[config.mk]
export PLATFORM = sky130hd
export DESIGN_NAME = iic_eeprom_slave_flat
export DESIGN_NICKNAME = d
export VERILOG_FILES = /design/src/rtl/iic_slave_pkg.sv /design/src/rtl/iic_eeprom_slave_if.sv /design/src/rtl/iic_bus_sync.sv /design/src/rtl/iic_eeprom_slave.sv /design/src/flat_wrapper.sv
export SDC_FILE = /design/constraint.sdc
export NUM_CORES = 1
export LEC_CHECK = 0
export ABC_CLOCK_PERIOD_IN_PS = 2300
export CORE_ASPECT_RATIO = 0.6
export CORE_MARGIN = 5
export CORE_UTILIZATION = 35
export DETAILED_ROUTE_END_ITERATION = 7
export PLACE_DENSITY = 0.64
export SLEW_MARGIN = 20
export SYNTH_ARGS = -nofsm -noshare
export SYNTH_HDL_FRONTEND = slang
export SYNTH_SLANG_ARGS = --single-unit
[constraint.sdc]
create_clock -name i_clk -period 2.3 [get_ports i_clk]
set_input_delay 0.345 -clock i_clk [delete_from_list [all_inputs] [get_ports i_clk]]
set_output_delay 0.345 -clock i_clk [all_outputs]
set_load 0.03 [all_outputs]
[src/rtl/iic_slave_pkg.sv]
// Shared constants for the I2C EEPROM target: FSM encodings, byte framing and default device address.
package iic_slave_pkg;

   localparam logic [3:0] LP_ST_IDLE    = 4'd0;
   localparam logic [3:0] LP_ST_DEV     = 4'd1;
   localparam logic [3:0] LP_ST_DEV_ACK = 4'd2;
   localparam logic [3:0] LP_ST_AH      = 4'd3;
   localparam logic [3:0] LP_ST_AH_ACK  = 4'd4;
   localparam logic [3:0] LP_ST_AL      = 4'd5;
   localparam logic [3:0] LP_ST_AL_ACK  = 4'd6;
   localparam logic [3:0] LP_ST_WR      = 4'd7;
   localparam logic [3:0] LP_ST_WR_ACK  = 4'd8;
   localparam logic [3:0] LP_ST_RD      = 4'd9;
   localparam logic [3:0] LP_ST_RD_ACK  = 4'd10;
   localparam logic [3:0] LP_ST_WAIT    = 4'd11;

   typedef enum logic [3:0] {
      ST_IDLE    = LP_ST_IDLE,
      ST_DEV     = LP_ST_DEV,
      ST_DEV_ACK = LP_ST_DEV_ACK,
      ST_AH      = LP_ST_AH,
      ST_AH_ACK  = LP_ST_AH_ACK,
      ST_AL      = LP_ST_AL,
      ST_AL_ACK  = LP_ST_AL_ACK,
      ST_WR      = LP_ST_WR,
      ST_WR_ACK  = LP_ST_WR_ACK,
      ST_RD      = LP_ST_RD,
      ST_RD_ACK  = LP_ST_RD_ACK,
      ST_WAIT    = LP_ST_WAIT
   } state_t;

   localparam int         LP_BYTE_BITS = 8;
   localparam int         LP_RW_BIT    = 0;
   localparam logic [6:0] LP_DEV_ADDR  = 7'b1010000;

endpackage

[src/rtl/iic_eeprom_slave_if.sv]
// Bus and memory-port bundle of the I2C EEPROM target; names are from the target's point of view.
interface iic_eeprom_slave_if #(
   parameter int P_ADDR_W = 13
);
   logic                i_iic_scl;
   logic                i_iic_sda;
   logic                o_iic_sda_oe;
   logic [P_ADDR_W-1:0] o_mem_addr;
   logic                o_mem_wen;
   logic [7:0]          o_mem_wdata;
   logic                o_mem_ren;
   logic [7:0]          i_mem_rdata;
   logic                o_busy;

   modport slave (
      input  i_iic_scl, i_iic_sda, i_mem_rdata,
      output o_iic_sda_oe, o_mem_addr, o_mem_wen, o_mem_wdata, o_mem_ren, o_busy
   );

   modport master (
      output i_iic_scl, i_iic_sda, i_mem_rdata,
      input  o_iic_sda_oe, o_mem_addr, o_mem_wen, o_mem_wdata, o_mem_ren, o_busy
   );
endinterface

[src/rtl/iic_bus_sync.sv]
// Synchronizes raw SCL/SDA into the system clock and flags SCL edges plus START/STOP conditions.
module iic_bus_sync #(
   parameter int P_SYNC_STAGES = 2
)(
   input  logic i_clk,
   input  logic i_rst,
   input  logic i_scl,
   input  logic i_sda,
   output logic o_scl_rise,
   output logic o_scl_fall,
   output logic o_start_det,
   output logic o_stop_det,
   output logic o_sda_s
);
   logic [P_SYNC_STAGES-1:0] r_scl_sync;
   logic [P_SYNC_STAGES-1:0] r_sda_sync;
   logic                     r_scl_d;
   logic                     r_sda_d;
   logic                     w_scl_s;
   logic                     w_sda_s;

   assign w_scl_s = r_scl_sync[P_SYNC_STAGES-1];
   assign w_sda_s = r_sda_sync[P_SYNC_STAGES-1];

   // Lines reset to the idle-high level so leaving reset never fakes an edge.
   always_ff @(posedge i_clk) begin
      if (i_rst) begin
         r_scl_sync <= '1;
         r_sda_sync <= '1;
         r_scl_d    <= 1'b1;
         r_sda_d    <= 1'b1;
      end else begin
         r_scl_sync <= (r_scl_sync << 1) | P_SYNC_STAGES'(i_scl);
         r_sda_sync <= (r_sda_sync << 1) | P_SYNC_STAGES'(i_sda);
         r_scl_d    <= w_scl_s;
         r_sda_d    <= w_sda_s;
      end
   end

   assign o_scl_rise  = ~r_scl_d & w_scl_s;
   assign o_scl_fall  = r_scl_d & ~w_scl_s;
   assign o_start_det = r_scl_d & w_scl_s & r_sda_d & ~w_sda_s;
   assign o_stop_det  = r_scl_d & w_scl_s & ~r_sda_d & w_sda_s;
   assign o_sda_s     = w_sda_s;

endmodule

[src/rtl/iic_eeprom_slave.sv]
// I2C target emulating an AT24C64 over an external synchronous memory port.
// Optional write protect input i_wp is enabled by defining IIC_EEPROM_SLAVE_WP_EN.
module iic_eeprom_slave
   import iic_slave_pkg::*;
#(
   parameter logic [6:0] P_DEV_ADDR    = LP_DEV_ADDR,
   parameter int         P_ADDR_W      = 13,
   parameter int         P_PAGE_W      = 5,
   parameter int         P_SYNC_STAGES = 2
)(
   input  logic              i_clk,
   input  logic              i_rst,
`ifdef IIC_EEPROM_SLAVE_WP_EN
   input  logic              i_wp,
`endif
   iic_eeprom_slave_if.slave bus
);
   state_t              r_state, w_state_nxt;
   logic [3:0]          r_bitcnt, w_bitcnt_nxt;
   logic [7:0]          r_shift, w_shift_nxt;
   logic [7:0]          r_addr_hi, w_addr_hi_nxt;
   logic [P_ADDR_W-1:0] r_ptr, w_ptr_nxt;
   logic [P_ADDR_W-1:0] r_mem_addr, w_mem_addr_nxt;
   logic [7:0]          r_mem_wdata, w_mem_wdata_nxt;
   logic                r_sda_oe, w_sda_oe_nxt;
   logic                r_busy, w_busy_nxt;
   logic                r_mem_wen, w_mem_wen_nxt;
   logic                r_mem_ren, w_mem_ren_nxt;
   logic                r_rw, w_rw_nxt;
   logic                r_nack, w_nack_nxt;
   logic                r_latch, w_latch_nxt;
   logic                w_scl_rise, w_scl_fall, w_start, w_stop, w_sda_s, w_wp;
   logic [7:0]          w_byte;
   logic                w_byte_done;
   logic [P_ADDR_W-1:0] w_page_inc;

`ifdef IIC_EEPROM_SLAVE_WP_EN
   assign w_wp = i_wp;
`else
   assign w_wp = 1'b0;
`endif

   iic_bus_sync #(.P_SYNC_STAGES(P_SYNC_STAGES)) u_sync (
      .i_clk       (i_clk),
      .i_rst       (i_rst),
      .i_scl       (bus.i_iic_scl),
      .i_sda       (bus.i_iic_sda),
      .o_scl_rise  (w_scl_rise),
      .o_scl_fall  (w_scl_fall),
      .o_start_det (w_start),
      .o_stop_det  (w_stop),
      .o_sda_s     (w_sda_s)
   );

   assign w_byte      = {r_shift[6:0], w_sda_s};
   assign w_byte_done = (r_bitcnt == 4'(LP_BYTE_BITS - 1));
   assign w_page_inc  = {r_ptr[P_ADDR_W-1:P_PAGE_W], r_ptr[P_PAGE_W-1:0] + P_PAGE_W'(1)};

   always_ff @(posedge i_clk) begin
      if (i_rst) begin
         r_state     <= ST_IDLE;
         r_bitcnt    <= '0;
         r_shift     <= '0;
         r_addr_hi   <= '0;
         r_ptr       <= '0;
         r_mem_addr  <= '0;
         r_mem_wdata <= '0;
         r_sda_oe    <= 1'b0;
         r_busy      <= 1'b0;
         r_mem_wen   <= 1'b0;
         r_mem_ren   <= 1'b0;
         r_rw        <= 1'b0;
         r_nack      <= 1'b0;
         r_latch     <= 1'b0;
      end else begin
         r_state     <= w_state_nxt;
         r_bitcnt    <= w_bitcnt_nxt;
         r_shift     <= w_shift_nxt;
         r_addr_hi   <= w_addr_hi_nxt;
         r_ptr       <= w_ptr_nxt;
         r_mem_addr  <= w_mem_addr_nxt;
         r_mem_wdata <= w_mem_wdata_nxt;
         r_sda_oe    <= w_sda_oe_nxt;
         r_busy      <= w_busy_nxt;
         r_mem_wen   <= w_mem_wen_nxt;
         r_mem_ren   <= w_mem_ren_nxt;
         r_rw        <= w_rw_nxt;
         r_nack      <= w_nack_nxt;
         r_latch     <= w_latch_nxt;
      end
   end

   // ACK slots use r_bitcnt as a phase: 0 = waiting for the fall after bit 8, 1 = after bit 9.
   always_comb begin
      w_state_nxt     = r_state;
      w_bitcnt_nxt    = r_bitcnt;
      w_shift_nxt     = r_shift;
      w_addr_hi_nxt   = r_addr_hi;
      w_ptr_nxt       = r_ptr;
      w_mem_addr_nxt  = r_mem_addr;
      w_mem_wdata_nxt = r_mem_wdata;
      w_sda_oe_nxt    = r_sda_oe;
      w_busy_nxt      = r_busy;
      w_mem_wen_nxt   = 1'b0;
      w_mem_ren_nxt   = 1'b0;
      w_rw_nxt        = r_rw;
      w_nack_nxt      = r_nack;
      w_latch_nxt     = r_latch;

      if (w_stop) begin
         w_state_nxt  = ST_IDLE;
         w_sda_oe_nxt = 1'b0;
         w_busy_nxt   = 1'b0;
         w_latch_nxt  = 1'b0;
      end else if (w_start) begin
         w_state_nxt  = ST_DEV;
         w_bitcnt_nxt = '0;
         w_sda_oe_nxt = 1'b0;
         w_latch_nxt  = 1'b0;
      end else begin
         case (r_state)
            ST_DEV, ST_AH, ST_AL, ST_WR: begin
               if (w_scl_rise) begin
                  w_shift_nxt  = w_byte;
                  w_bitcnt_nxt = r_bitcnt + 4'd1;
                  if (w_byte_done) begin
                     w_bitcnt_nxt = '0;
                     w_nack_nxt   = 1'b0;
                     case (r_state)
                        ST_DEV: begin
                           if (w_byte[7:1] == P_DEV_ADDR) begin
                              w_state_nxt = ST_DEV_ACK;
                              w_rw_nxt    = w_byte[LP_RW_BIT];
                              w_busy_nxt  = 1'b1;
                           end else begin
                              w_state_nxt = ST_WAIT;
                           end
                        end
                        ST_AH: begin
                           w_addr_hi_nxt = w_byte;
                           w_state_nxt   = ST_AH_ACK;
                        end
                        ST_AL: begin
                           w_ptr_nxt   = P_ADDR_W'({r_addr_hi, w_byte});
                           w_state_nxt = ST_AL_ACK;
                        end
                        default: begin
                           w_nack_nxt = w_wp;
                           if (!w_wp) begin
                              w_mem_wen_nxt   = 1'b1;
                              w_mem_addr_nxt  = r_ptr;
                              w_mem_wdata_nxt = w_byte;
                           end
                           w_ptr_nxt   = w_page_inc;
                           w_state_nxt = ST_WR_ACK;
                        end
                     endcase
                  end
               end
            end
            ST_DEV_ACK, ST_AH_ACK, ST_AL_ACK, ST_WR_ACK: begin
               if (w_scl_fall) begin
                  if (r_bitcnt == 4'd0) begin
                     w_sda_oe_nxt = ~r_nack;
                     w_bitcnt_nxt = 4'd1;
                  end else begin
                     w_sda_oe_nxt = 1'b0;
                     w_bitcnt_nxt = '0;
                     case (r_state)
                        ST_DEV_ACK: begin
                           if (r_rw) begin
                              w_state_nxt    = ST_RD;
                              w_mem_ren_nxt  = 1'b1;
                              w_mem_addr_nxt = r_ptr;
                           end else begin
                              w_state_nxt = ST_AH;
                           end
                        end
                        ST_AH_ACK: w_state_nxt = ST_AL;
                        default:   w_state_nxt = ST_WR;
                     endcase
                  end
               end
            end
            // Read strobe, then one cycle later latch the byte and present bit 7.
            ST_RD: begin
               if (r_mem_ren) begin
                  w_latch_nxt = 1'b1;
               end else if (r_latch) begin
                  w_latch_nxt  = 1'b0;
                  w_shift_nxt  = bus.i_mem_rdata;
                  w_sda_oe_nxt = ~bus.i_mem_rdata[7];
               end else if (w_scl_rise) begin
                  w_bitcnt_nxt = r_bitcnt + 4'd1;
               end else if (w_scl_fall) begin
                  if (r_bitcnt == 4'(LP_BYTE_BITS)) begin
                     w_sda_oe_nxt = 1'b0;
                     w_bitcnt_nxt = '0;
                     w_state_nxt  = ST_RD_ACK;
                  end else begin
                     w_sda_oe_nxt = ~r_shift[6];
                     w_shift_nxt  = {r_shift[6:0], r_shift[7]};
                  end
               end
            end
            ST_RD_ACK: begin
               if (w_scl_rise) begin
                  if (!w_sda_s) begin
                     w_ptr_nxt    = r_ptr + P_ADDR_W'(1);
                     w_bitcnt_nxt = 4'd1;
                  end else begin
                     w_state_nxt = ST_WAIT;
                  end
               end else if (w_scl_fall && (r_bitcnt == 4'd1)) begin
                  w_bitcnt_nxt   = '0;
                  w_state_nxt    = ST_RD;
                  w_mem_ren_nxt  = 1'b1;
                  w_mem_addr_nxt = r_ptr;
               end
            end
            default: begin
            end
         endcase
      end
   end

   assign bus.o_iic_sda_oe = r_sda_oe;
   assign bus.o_mem_addr   = r_mem_addr;
   assign bus.o_mem_wen    = r_mem_wen;
   assign bus.o_mem_wdata  = r_mem_wdata;
   assign bus.o_mem_ren    = r_mem_ren;
   assign bus.o_busy       = r_busy;

endmodule

[src/flat_wrapper.sv]
// flat-port wrapper written by rule: the top's interface ports become plain ports
module iic_eeprom_slave_flat import iic_slave_pkg::*;
#(
   parameter logic [6:0] P_DEV_ADDR    = LP_DEV_ADDR,
   parameter int         P_ADDR_W      = 13,
   parameter int         P_PAGE_W      = 5,
   parameter int         P_SYNC_STAGES = 2
)
  (i_clk, i_rst, bus_i_iic_scl, bus_i_iic_sda, bus_i_mem_rdata, bus_o_iic_sda_oe, bus_o_mem_addr, bus_o_mem_wen, bus_o_mem_wdata, bus_o_mem_ren, bus_o_busy);
  iic_eeprom_slave_if #(.P_ADDR_W(P_ADDR_W)) bus_i ();
  input  logic i_clk;
  input  logic i_rst;
  input wire logic [$bits(bus_i.i_iic_scl)-1:0] bus_i_iic_scl;
  input wire logic [$bits(bus_i.i_iic_sda)-1:0] bus_i_iic_sda;
  input wire logic [$bits(bus_i.i_mem_rdata)-1:0] bus_i_mem_rdata;
  output wire logic [$bits(bus_i.o_iic_sda_oe)-1:0] bus_o_iic_sda_oe;
  output wire logic [$bits(bus_i.o_mem_addr)-1:0] bus_o_mem_addr;
  output wire logic [$bits(bus_i.o_mem_wen)-1:0] bus_o_mem_wen;
  output wire logic [$bits(bus_i.o_mem_wdata)-1:0] bus_o_mem_wdata;
  output wire logic [$bits(bus_i.o_mem_ren)-1:0] bus_o_mem_ren;
  output wire logic [$bits(bus_i.o_busy)-1:0] bus_o_busy;
  assign bus_i.i_iic_scl = bus_i_iic_scl;
  assign bus_i.i_iic_sda = bus_i_iic_sda;
  assign bus_i.i_mem_rdata = bus_i_mem_rdata;
  assign bus_o_iic_sda_oe = bus_i.o_iic_sda_oe;
  assign bus_o_mem_addr = bus_i.o_mem_addr;
  assign bus_o_mem_wen = bus_i.o_mem_wen;
  assign bus_o_mem_wdata = bus_i.o_mem_wdata;
  assign bus_o_mem_ren = bus_i.o_mem_ren;
  assign bus_o_busy = bus_i.o_busy;
  iic_eeprom_slave #(.P_DEV_ADDR(P_DEV_ADDR), .P_ADDR_W(P_ADDR_W), .P_PAGE_W(P_PAGE_W), .P_SYNC_STAGES(P_SYNC_STAGES)) u_core (.i_clk(i_clk), .i_rst(i_rst), .bus(bus_i));
endmodule
Word level (Yosys, flattened, before mapping)
Index checks and enable logic that the tools add are counted.
- flip-flop bits (word level): 67
- input bits: 12
- output and inout bits: 25
- add/sub/neg operators: 3
- eq/ne operators: 51
- muxes and demuxes: 72
- bitwise operators: 21
- reduce and logical (&&, ||, !) cells: 27
- operator list (kind ; count):
    $mux W13 ; 13
    $mux W4 ; 26
    $pmux W13 S2 ; 2
    $mux W8 ; 6
    $pmux W13 S3 ; 1
    $reduce_and A12 Y1 ; 3
    $pmux W4 S4 ; 2
    $ne A3 B2 Y1 const B ; 7
    $eq A4 B3 Y1 const B ; 5
    $ne A2 B2 Y1 const B ; 10
    $ne A3 B3 Y1 const B ; 6
    $reduce_and A6 Y1 ; 3
    $mux W1 ; 17
    $eq A4 B4 Y1 const B ; 4
    $ne A2 B1 Y1 const B ; 8
    $pmux W8 S2 ; 1
    $reduce_and A8 Y1 ; 2
    $add A13 B1 Y13 const B ; 1
    $ne A4 B3 Y1 const B ; 3
    $not A1 Y1 ; 12
    $pmux W4 S3 ; 1
    $reduce_and A10 Y1 ; 1
    $reduce_and A9 Y1 ; 1
    $eq A4 B1 Y1 const B ; 2
    22 further kinds ; 37

Logic depth before layout (Yosys ltp)
- depth in word-level cells: 8
- mapped depth: 10
- mapped depth without buffers: 8

Hierarchy
A second synthesis with hierarchy kept.
- cell total of the unflattened synthesis: 422
- area total of the unflattened synthesis: 3580.9 sq um
- modules (own cells, without submodules) (module ; instances ; cells an instance ; area each (sq um)):
    iic_eeprom_slave ; 1 ; 406 ; 3390.8
    iic_bus_sync ; 1 ; 16 ; 190.2

Least setup slack after synthesis
No wires, ideal clock.
- path type: register to register
- start point: reg u_core.r_bitcnt[0]
- end point: reg u_core.r_mem_addr[10] (netlist: u_core.bus.o_mem_addr[10])
- library setup time: 0.128 ns
- data arrival time: 1.880 ns
- setup slack: 0.293 ns
- stages on the path, launching flop included: 9
- period minus slack after synthesis: 2.007 ns
- cell sequence: dfxtp_1 ha_1 nand3b_4 or2_2 a221oi_2 nand4_4 buf_6 mux2i_1 nor2_1
- cells in the longest elaborated chain, start to end: 4
- elaborated cells on any way between the ends: 8
- ends and longest elaborated chain (what ; line ; source):
    start, declared ; iic_eeprom_slave.sv:19 ; logic [3:0] r_bitcnt, w_bitcnt_nxt;
    start signal, assigned ; iic_eeprom_slave.sv:77 ; r_bitcnt <= w_bitcnt_nxt;
    $eq A4 B1 Y1 ; iic_eeprom_slave.sv:214 ; end else if (w_scl_fall && (r_bitcnt == 4'd1)) begin
    $logic_and A1 B1 Y1 ; iic_eeprom_slave.sv:214 ;
    $ne A2 B1 Y1 (no line) ; - ;
    $reduce_and A12 Y1 (no line) * ; - ;
    end signal, assigned ; iic_eeprom_slave.sv:81 ; r_mem_addr <= w_mem_addr_nxt;
    end, declared ; iic_eeprom_slave.sv:23 ; logic [P_ADDR_W-1:0] r_mem_addr, w_mem_addr_nxt;
Every way passes the cells marked *; elsewhere a longest branch is shown, timed or not.
A chain may end at the register's enable or synchronous reset.

Worst setup path after layout
- start point: reg u_core.r_state[0]
- end point: reg u_core.r_mem_addr[10] (netlist: u_core.bus.o_mem_addr[10])
- cells in the longest elaborated chain, start to end: 4
- elaborated cells on any way between the ends: 24
- ends and longest elaborated chain (what ; line ; source):
    start, declared ; iic_eeprom_slave.sv:18 ; state_t r_state, w_state_nxt;
    start signal, assigned ; iic_eeprom_slave.sv:76 ; r_state <= w_state_nxt;
    $eq A4 B3 Y1, or another cell as far along ; iic_eeprom_slave.sv:121 ; case (r_state)
    $reduce_or A4 Y1 or $reduce_or A3 Y1 (tied branches) ; - ;
    $ne A2 B1 Y1 (no line), or another cell as far along ; - ;
    $reduce_and A12 Y1 (no line) ; - ;
Parallel ways exist; a longest one is shown, timed or not.

==> results.ini <==
[critical_path]
crit_path_cell_trace=buf_4 > or4b_1 > a21oi_1 > a221oi_4 > nand4_4 > buf_12 > mux2i_1 > nor2_1
max_stage_delay_ns=0.59
crit_slowest_cell=or4b_1
cp.required_ns=2.49
crit_type=flip-flop to flip-flop
path_buf_inv=2
path_delay_family=simple AND/OR/NAND/NOR gates
crit_path_end_kind=flip-flop
crit_fanout=13
start_kind=flip-flop
worstPathArrival_ns=2.35

[detailed_routing]
met1_length_mm=5.782
post_drt_wl_per_cell_um=16.98
num_vias=3430
routed.top_layer=met4
vias_per_cell=5.444
met3WireLength_um=928
totalWireLength_mm=10.70
drt-pass1-iter-count=5
postRouteAntennaNets=0
drtIter0Drc=388
post-route-drc-count=0
wl_met2_mm=3.898

[clocking]
cts-buffers-inserted=9
clk_pin_slew_ns=0.06
cts-hold-fix-buffers=0
clock-root-buffer=clkbuf_16
h-tree-depth=3
cts_setup_buffers=0
cts_buffer_depth=2
tritoncts=done
insertion_delay_ns=0.33
cts_sinks=67

[pwr]
power_density_nw_per_um2=821.3
power_leakage_nw=1.805
peakVddDrop_uv=407.4
power_mw=3.862

[sta]
fin_crit_ns=2.160
setup_viol=0
fin_worst_skew_ns=0.009179
finalCritPeriodShare_pct=93.93
relSlewSlack_pct=59.69
fmax_mhz=462.9
drv_slew=0
worst_pin_slew_ns=0.6047
rsz0062_at_grt=false
fin_tns_setup_ns=0
hold_viol=0

[cells_and_area]
num-fill-cells=1012
final_common_cell=dfxtp_1
layout.nets=505
seqCellArea_sq_um=1345
multi_input_area_sq_um=2223
final_cell_mix=dfxtp_1 (64), nor2_1 (52), mux2i_1 (36), clkdlybuf4s50_1 (35), a21oi_1 (34)
drive_gt1_share_pct=17.92
syn2layout_area_growth_pct=26.32
antenna_cells=0
stdcell_area_sq_um=4702
postLayoutCoreUtil_pct=44.84

[logic_synthesis]
ys_ff_latch=67
syn_nets=452
async_flop_share_pct=0
synth_edf_count=0
syn_avg_cell_area_sq_um=8.597
ys.flop_type=dfxtp_1
syn_inst=433
ys_seq_area_share_pct=36.03
synth_cell_types=68
ys_warn_count=0
synth_area_sq_um=3722

[floorplan]
die_area_sq_um=12870
die_h_um=89.88
die_x_um=143.1
fp-row-count=29
start_util_pct=35.50
pin_count=37
core_area_sq_um=10490

[placement]
placed_area_sq_um=4382
place_congestion=0.8788
port_buffers=36
post-dp-hpwl_mm=8.124

[global_route]
grt_pass1_wl_mm=17.28
overflow=0
grt_max_degree=32
antenna_found_initial=0
grt_pass1_vias=3110
grtUsageTotal_pct=16.89

[outcome]
outcome=complete, no violations

[worst_hold_path]
hold_path.class=flip-flop to flip-flop

[flow_run]
max_cap_violations=0

metal layers:
metal,track usage (%),vias to the layer above
met1,27.77,1601
li1,-,1691
met4,3.323,0
met2,20.00,128
met3,6.257,10
met5,0,-
registers in the layout, indices dropped and copies added, names as in the netlist:
name and flops:
u_core.bus.o_mem_wen 1, u_core.bus.o_mem_ren 1, u_core.r_shift 8, u_core.r_latch 1
u_core.u_sync.r_scl_sync 2, u_core.r_addr_hi 5, u_core.u_sync.r_scl_d 1, u_core.r_bitcnt 4
u_core.u_sync.r_sda_sync 2, u_core.r_state 4, u_core.bus.o_iic_sda_oe 1, u_core.bus.o_mem_wdata 8
u_core.r_ptr 13, u_core.bus.o_mem_addr 13, u_core.bus.o_busy 1, u_core.u_sync.r_sda_d 1
u_core.r_rw 1
synthesized netlist by cell type, types with 2 or more instances:
| master | n | share of area [%] |
|---|---|---|
| clkbuf_1 | 14 | 1.4 |
| buf_2 | 6 | 0.81 |
| or3_1 | 2 | 0.34 |
| nor2_2 | 2 | 0.34 |
| o32ai_1 | 4 | 0.94 |
| o21ai_0 | 17 | 2.3 |
| or2_2 | 8 | 1.3 |
| nor3b_1 | 2 | 0.40 |
| a211oi_1 | 6 | 1.2 |
| o21a_1 | 2 | 0.40 |
| xor2_1 | 2 | 0.47 |
| o221ai_1 | 2 | 0.47 |
| buf_6 | 2 | 0.60 |
| a21oi_1 | 35 | 4.7 |
| nor2_1 | 52 | 5.2 |
| mux2i_1 | 36 | 9.7 |
| nor3_1 | 14 | 1.9 |
| o21ba_2 | 2 | 0.54 |
| o2111ai_1 | 2 | 0.47 |
| and3_1 | 5 | 0.84 |
| nand3b_1 | 6 | 1.2 |
| o211ai_1 | 2 | 0.40 |
| xnor2_1 | 2 | 0.47 |
| and3b_1 | 2 | 0.47 |
| o31ai_1 | 3 | 0.60 |
| o22ai_1 | 4 | 0.67 |
| nand4bb_1 | 2 | 0.60 |
| a22oi_1 | 2 | 0.40 |
| inv_1 | 9 | 0.91 |
| nand2b_1 | 11 | 1.8 |
| a311oi_1 | 8 | 1.9 |
| a31oi_1 | 6 | 1.0 |
| o211ai_2 | 2 | 0.67 |
| buf_4 | 7 | 1.4 |
| and4_1 | 2 | 0.47 |
| ha_1 | 7 | 2.4 |
| nor4_1 | 2 | 0.34 |
| nor2b_1 | 7 | 1.2 |
| dfxtp_1 | 67 | 36 |
| nand2_1 | 27 | 2.7 |
| nand3_1 | 10 | 1.3 |
| or4_1 | 3 | 0.60 |
| or4b_1 | 2 | 0.54 |
kinds of logic after synthesis:
| kind of cell | after synthesis | synth area share, % |
|---|---|---|
| multiplexers | 36 | 9.681 |
| adder cells (fa/ha/maj) | 7 | 2.353 |
| AO/OA/AOI/OAI | 109 | 20.27 |
| buffers and inverters | 38 | 5.143 |
| flip-flops | 67 | 36.03 |
| XOR/XNOR | 4 | 0.9413 |
| AND/OR/NAND/NOR | 172 | 25.58 |
area by class of cell:
class                           instances  share of cell area, %
Clock buffer                            9                  4.790
Clock inverter                          7                  1.224
Inverter                                9                 0.7185
Multi-Input combinational cell        328                  47.29
Sequential cell                        67                  28.61
Tap cell                              139                  3.699
Timing Repair Buffer                   71                  13.68
power by group:
group	switching [mW]	total (mW)	internal [mW]
Combinational	0.699	1.27	0.568
Sequential	0.0849	1.30	1.21
Clock	0.554	1.30	0.744
Total	1.34	3.86	2.52
worst paths after layout:
path	from	end	slack [ns]	cells past startpoint
worst max-delay path	u_core.r_state[0]$_SDFFE_PP0P_	u_core.bus.o_mem_addr[10]$_SDFFE_PP0P_	0.14	8
worst min-delay path	u_core.u_sync.r_scl_sync[0]$_SDFF_PP1_	u_core.u_sync.r_scl_sync[1]$_SDFF_PP1_	0.41	1
worst max register to register	u_core.r_state[0]$_SDFFE_PP0P_	u_core.bus.o_mem_addr[10]$_SDFFE_PP0P_	0.14	8
worst min register to register	u_core.u_sync.r_scl_sync[0]$_SDFF_PP1_	u_core.u_sync.r_scl_sync[1]$_SDFF_PP1_	0.41	1
per-stage QoR:
stage               cells  setup WS [ns]  hold WS, ns
global placement      614        0.05524       0.3941
finish                630         0.1397       0.4091
detailed placement    614        0.03818       0.3949
floorplan             433         0.2926       0.3895
CTS                   630        0.02262       0.4101
global route          630        0.01223       0.4351
repair_timing:
item	in CTS	in global routing
hold endpoints to repair	0	0
gates resized for setup	0	11
setup endpoints to repair	0	21
worst register-to-register path, delay by kind of cell, from the launching register on:
family | cells | cell delay [ns]
AND/OR/NAND/NOR | 3 | 0.78
flip-flops | 1 | 0.38
buffers and inverters | 2 | 0.35
AO/OA/AOI/OAI | 2 | 0.32
multiplexers | 1 | 0.20
Note: power is estimated with default switching activity, not from simulation.
